File: src/rtl/alu_ctrl_pipe.sv
// ALU control decoder with PIPE_STAGES elastic register stages, an illegal-instruction
// flag, flush, and a busy interlock that holds off requests while mul/div is occupied.
module alu_ctrl_pipe #(
    parameter int unsigned CTRL_W      = 4,
    parameter int unsigned PIPE_STAGES = 1,
    parameter int unsigned MULDIV_LAT  = 4
) (
    input  logic              clk,
    input  logic              rst,
    input  logic              flush,
    input  logic              in_valid,
    output logic              in_ready,
    input  logic [1:0]        alu_op,
    input  logic [5:0]        func,
    input  logic [5:0]        opcode,
    output logic              out_valid,
    input  logic              out_ready,
    output logic [CTRL_W-1:0] alu_ctrl,
    output logic              illegal,
    output logic              muldiv,
    output logic              busy
);

    localparam int unsigned LAST  = PIPE_STAGES - 1;
    localparam int unsigned CNT_W = (MULDIV_LAT > 1) ? $clog2(MULDIV_LAT) : 1;

    typedef enum logic [3:0] {
        C_AND  = 4'b0000,
        C_OR   = 4'b0001,
        C_ADD  = 4'b0010,
        C_XOR  = 4'b0011,
        C_SUB  = 4'b0110,
        C_SLT  = 4'b0111,
        C_SLTU = 4'b1000,
        C_SLL  = 4'b1001,
        C_SRL  = 4'b1010,
        C_SRA  = 4'b1011,
        C_NOR  = 4'b1100,
        C_LUI  = 4'b1101,
        C_MULT = 4'b1110,
        C_DIV  = 4'b1111
    } alu_code_e;

    alu_code_e              dec_code;
    logic                   dec_illegal;
    logic                   dec_muldiv;
    logic                   accept;
    logic                   stage_full;
    logic [PIPE_STAGES-1:0] valid;
    logic [PIPE_STAGES-1:0] load;
    logic [PIPE_STAGES-1:0] ill_q;
    logic [PIPE_STAGES-1:0] md_q;
    logic [3:0]             code_q [PIPE_STAGES];
    logic [CNT_W-1:0]       busy_cnt;

    always_comb begin
        dec_code    = C_ADD;
        dec_illegal = 1'b0;
        case (alu_op)
            2'b00: dec_code = C_ADD;
            2'b01: dec_code = C_SUB;
            2'b10: begin
                case (func)
                    6'b100000: dec_code = C_ADD;
                    6'b100010: dec_code = C_SUB;
                    6'b100100: dec_code = C_AND;
                    6'b100101: dec_code = C_OR;
                    6'b100110: dec_code = C_XOR;
                    6'b100111: dec_code = C_NOR;
                    6'b101010: dec_code = C_SLT;
                    6'b101011: dec_code = C_SLTU;
                    6'b000000: dec_code = C_SLL;
                    6'b000010: dec_code = C_SRL;
                    6'b000011: dec_code = C_SRA;
                    6'b011000: dec_code = C_MULT;
                    6'b011010: dec_code = C_DIV;
                    default:   dec_illegal = 1'b1;
                endcase
            end
            default: begin
                case (opcode)
                    6'b001000: dec_code = C_ADD;
                    6'b001100: dec_code = C_AND;
                    6'b001101: dec_code = C_OR;
                    6'b001110: dec_code = C_XOR;
                    6'b001010: dec_code = C_SLT;
                    6'b001011: dec_code = C_SLTU;
                    6'b001111: dec_code = C_LUI;
                    default:   dec_illegal = 1'b1;
                endcase
            end
        endcase
        dec_muldiv = (dec_code == C_MULT) || (dec_code == C_DIV);
    end

    // Stage i can load unless it and every stage after it are full and the output is stalled;
    // written in closed form rather than as a back-to-front ripple.
    always_comb begin
        load       = '0;
        stage_full = 1'b1;
        for (int unsigned i = 0; i < PIPE_STAGES; i++) begin
            stage_full = 1'b1;
            for (int unsigned k = i; k < PIPE_STAGES; k++) begin
                stage_full = stage_full & valid[k];
            end
            load[i] = !stage_full || out_ready;
        end
    end

    assign in_ready = load[0] && (busy_cnt == '0) && !rst && !flush;
    assign accept   = in_valid && in_ready;

    always_ff @(posedge clk) begin
        if (rst) begin
            valid    <= '0;
            ill_q    <= '0;
            md_q     <= '0;
            busy_cnt <= '0;
            for (int unsigned i = 0; i < PIPE_STAGES; i++) begin
                code_q[i] <= '0;
            end
        end else if (flush) begin
            valid    <= '0;
            busy_cnt <= '0;
        end else begin
            if (load[0]) begin
                valid[0] <= accept;
                if (accept) begin
                    code_q[0] <= dec_code;
                    ill_q[0]  <= dec_illegal;
                    md_q[0]   <= dec_muldiv;
                end
            end
            for (int unsigned i = 1; i < PIPE_STAGES; i++) begin
                if (load[i]) begin
                    valid[i] <= valid[i-1];
                    if (valid[i-1]) begin
                        code_q[i] <= code_q[i-1];
                        ill_q[i]  <= ill_q[i-1];
                        md_q[i]   <= md_q[i-1];
                    end
                end
            end
            if (accept && dec_muldiv) begin
                busy_cnt <= CNT_W'(MULDIV_LAT - 1);
            end else if (busy_cnt != '0) begin
                busy_cnt <= busy_cnt - 1'b1;
            end
        end
    end

    always_comb begin
        alu_ctrl      = '0;
        alu_ctrl[3:0] = code_q[LAST];
    end

    assign out_valid = valid[LAST];
    assign illegal   = ill_q[LAST];
    assign muldiv    = md_q[LAST];
    assign busy      = (busy_cnt != '0);

endmodule

File: config.mk
export PLATFORM = sky130hd
export DESIGN_NAME = alu_ctrl_pipe
export DESIGN_NICKNAME = d
export VERILOG_FILES = /design/src/rtl/alu_ctrl_pipe.sv
export SDC_FILE = /design/constraint.sdc
export NUM_CORES = 1
export LEC_CHECK = 0
export BUFFER_PORTS_ARGS = -buffer_cell sky130_fd_sc_hd__buf_2
export CORE_MARGIN = 1
export CORE_UTILIZATION = 37
export CTS_BUF_LIST = sky130_fd_sc_hd__clkbuf_4 sky130_fd_sc_hd__clkbuf_8
export DETAILED_ROUTE_END_ITERATION = 10
export SYNTH_ARGS = -nofsm -noshare
export SYNTH_HDL_FRONTEND = slang
export SYNTH_SLANG_ARGS = --single-unit
File: constraint.sdc
create_clock -name clk -period 3.52 [get_ports clk]
set_clock_uncertainty 0.15 [all_clocks]
set_input_delay 0.176 -clock clk [delete_from_list [all_inputs] [get_ports clk]]
set_output_delay 0.176 -clock clk [all_outputs]
set_load 0.01 [all_outputs]
==> results.json <==
{
  "status": "finished clean",
  "drv_slew": 0,
  "crit_fanout": 6,
  "netlist_instances": 103,
  "final_layout_size_suffix_gt1_frac": 0.305,
  "grt.busiest_layer": "met2",
  "crit_type": "input pin to flip-flop",
  "path_buf_inv": 3,
  "synth_top_area_share": 0.144,
  "worstMarginPinSlew_ns": 0.338,
  "cts_tree": "built",
  "vias": 843,
  "critPathRequiredTime_ns": 3.57,
  "p_per_area_mw_per_mm2": 272,
  "clkSinkCount": 9,
  "final.min_clock_period_ns": 2.02,
  "place.gp.congestion": 0.925,
  "pin_count": 28,
  "slowest_stage": "dlygate4sd3_1",
  "relSlewSlack": 0.772,
  "yosys-top-cells-area": "edfxtp_1 14%, dfxtp_1 12%, nand2_1 5.4%, nor2_1 3.6%, inv_1 3.1%",
  "fin_util": 0.500,
  "post_cts_resized": 0,
  "synth_edf_count": 4,
  "postCtsSetupBuffers": 0,
  "fp.dieW_microns": 49.5,
  "start_util": 0.409,
  "portBuffers": 27,
  "worst_hold_slack_ns": 0.0659,
  "critPathArrivalTime_ns": 2.07,
  "setup_viol": 0,
  "synthToLayoutAreaGrowth_pct": 22.3,
  "fillers": 210,
  "cp_common_cell": "dlygate4sd3_1",
  "core_area_sq_mm": 0.00204,
  "placementRows": 16,
  "synth_async_sr_flop_share": 0,
  "root_buffer": "clkbuf_4",
  "finalHoldViolations": 0,
  "grt_use_total": 0.173,
  "pre_cts_slack_ns": 1.82,
  "synth_common_cells": "12 x nand2_1, 8 x nor2_1, 7 x inv_1",
  "ir_drop_mv": 0.326,
  "synth_nets": 123,
  "drtPass1Iterations": 4,
  "detail-route-antenna-nets": 0,
  "multiInputGateArea_sq_um": 552,
  "vias_per_cell": 5.34,
  "drcViolationCount": 0,
  "fmax_mhz": 495,
  "antenna_cells": 0,
  "crit_chain": "dlygate4sd3_1, buf_2, nor2_1, and3_1, nand2_1, o31ai_1, dlygate4sd3_1",
  "hold_class": "input pin to flip-flop",
  "grt_max_degree": 14,
  "grt_pass1_vias": 771,
  "end_kind": "flip-flop",
  "routed_wirelength_microns": 1920,
  "grtUsageMet2": 0.285,
  "synth_seq_cells": 9,
  "dp_hpwl_microns": 1470,
  "dieHeight_microns": 49.5,
  "postSynthAreaPerCell_sq_um": 8.10,
  "cap_violations": 0,
  "use_met3": 0.0586,
  "yosysTopAreaCell": "edfxtp_1",
  "yosys_warnings": 0,
  "p_leak_nw": 0.435,
  "grt_overflow": 0,
  "fin_crit_sh": 0.574,
  "setup_slack_ns": 1.50,
  "ys_types": 42,
  "crit_family": "buffers and inverters",
  "syn-cell-area_sq_um": 835,
  "tns_ns": 0,
  "seqCellArea_sq_um": 220,
  "clockBufferDepth": 2,
  "worstSkewPairLatency_ns": 0.26,
  "drt_iter0_drc": 22,
  "ys_seq_area_frac": 0.264,
  "die_area_sq_mm": 0.00245,
  "nNetsFinal": 152,
  "max_stage_delay_ns": 0.60,
  "antenna_found_initial": 0,
  "setup.worst_path.start_class": "input pin",
  "path_clk_slew_ns": 0.06,
  "cts_buffers": 3,
  "rsz0062_at_grt": "no",
  "routedWlPerCell_microns": 12.2,
  "yosysMostFrequentCell": "nand2_1",
  "grt_use_met1": 0.227,
  "htree_levels": 1,
  "ys.flop_type": "dfxtp_1",
  "grt_pass1_wl_microns": 3260
}
## placed cells by master, fill, tap and decap left out, types with 2 or more instances in the layout
cell type	netlist	routed
a21oi_1	3	3
a22oi_1	3	3
a32oi_1	2	2
and2b_1	2	2
buf_2	2	27
clkbuf_4	0	4
dfxtp_1	5	5
dlygate4sd3_1	0	2
edfxtp_1	4	4
inv_1	7	7
mux2_2	2	2
nand2_1	12	12
nand2b_1	4	4
nand3_1	5	5
nand3b_1	2	2
nand4_1	3	3
nor2_1	8	8
nor2b_1	2	2
nor3_1	2	2
o21a_1	2	2
o21ai_0	5	5
o31ai_1	3	3
xnor2_1	2	2
xor2_1	3	3
## flip-flops by register name, summed over array words and instances (netlist names)
| name | flops |
|---|---|
| muldiv | 1 |
| out_valid | 1 |
| illegal | 1 |
| code_q | 4 |
| busy_cnt | 2 |
## worst paths after layout
check | from | end | slack (ns) | cells after the start
setup / recovery | flush | out_valid$_SDFFE_PP0N_ | 1.50 | 7
hold / removal | rst | busy_cnt[0]$_SDFFE_PP0P_ | 0.07 | 3
hold reg to reg | muldiv$_SDFFE_PP0P_ | muldiv$_SDFFE_PP0P_ | 0.32 | 2
setup reg to reg | busy_cnt[0]$_SDFFE_PP0P_ | out_valid$_SDFFE_PP0N_ | 1.56 | 6
## cell families after synthesis
logic type | Yosys count | share of synthesized area
adders and majority gates | 2 | 0.0285
AOI/OAI and AO/OA | 27 | 0.250
xor gates and xnor gates | 5 | 0.0525
buffers and inverters | 13 | 0.0750
muxes | 3 | 0.0390
DFF | 9 | 0.264
and+or+nand+nor | 44 | 0.291
## report_power, final
part / switching [mW] / internal [mW] / leakage, nW
sequential: 0.00101 / 0.113 / 0.0819
clock: 0.0377 / 0.0515 / 0.0184
combinational: 0.0430 / 0.0315 / 0.335
## metal layers
layer	vias to the layer above	wire [microns]
met3	0	117
met2	28	892
met4	0	0
met5	-	0
li1	433	-
met1	382	912
## worst reg2reg max path, delay by kind of cell, from the launching register on
family | cells | cell delay [ns]
AND/OR/NAND/NOR | 2 | 0.36
buffers and inverters | 2 | 0.64
AO/OA/AOI/OAI | 1 | 0.11
flip-flops | 1 | 0.35
adder cells (fa/ha/maj) | 1 | 0.23
## repair_timing
| item | in CTS | in global routing |
|---|---|---|
| hold buffers | 2 | 0 |
| endpoints found under the hold margin | 1 | 0 |
| setup endpoints to repair | 0 | 0 |
## per-stage QoR
stage / cell area [sq um] / total power, mW / std cells
floorplan: 835 / 0.165 / 103
global placement: 971 / 0.188 / 152
detailed placement: 971 / 0.189 / 152
CTS: 1020 / 0.278 / 158
global route: 1020 / 0.295 / 158
finish: 1020 / 0.278 / 158
## final cells by class
cell class	count	share of cell area
Inverter	8	0.0294
Multi-Input combinational cell	81	0.540
Timing Repair Buffer	29	0.152
Clock buffer	4	0.0294
Tap cell	27	0.0331
Sequential cell	9	0.216
(Power assumes the default switching activity.)
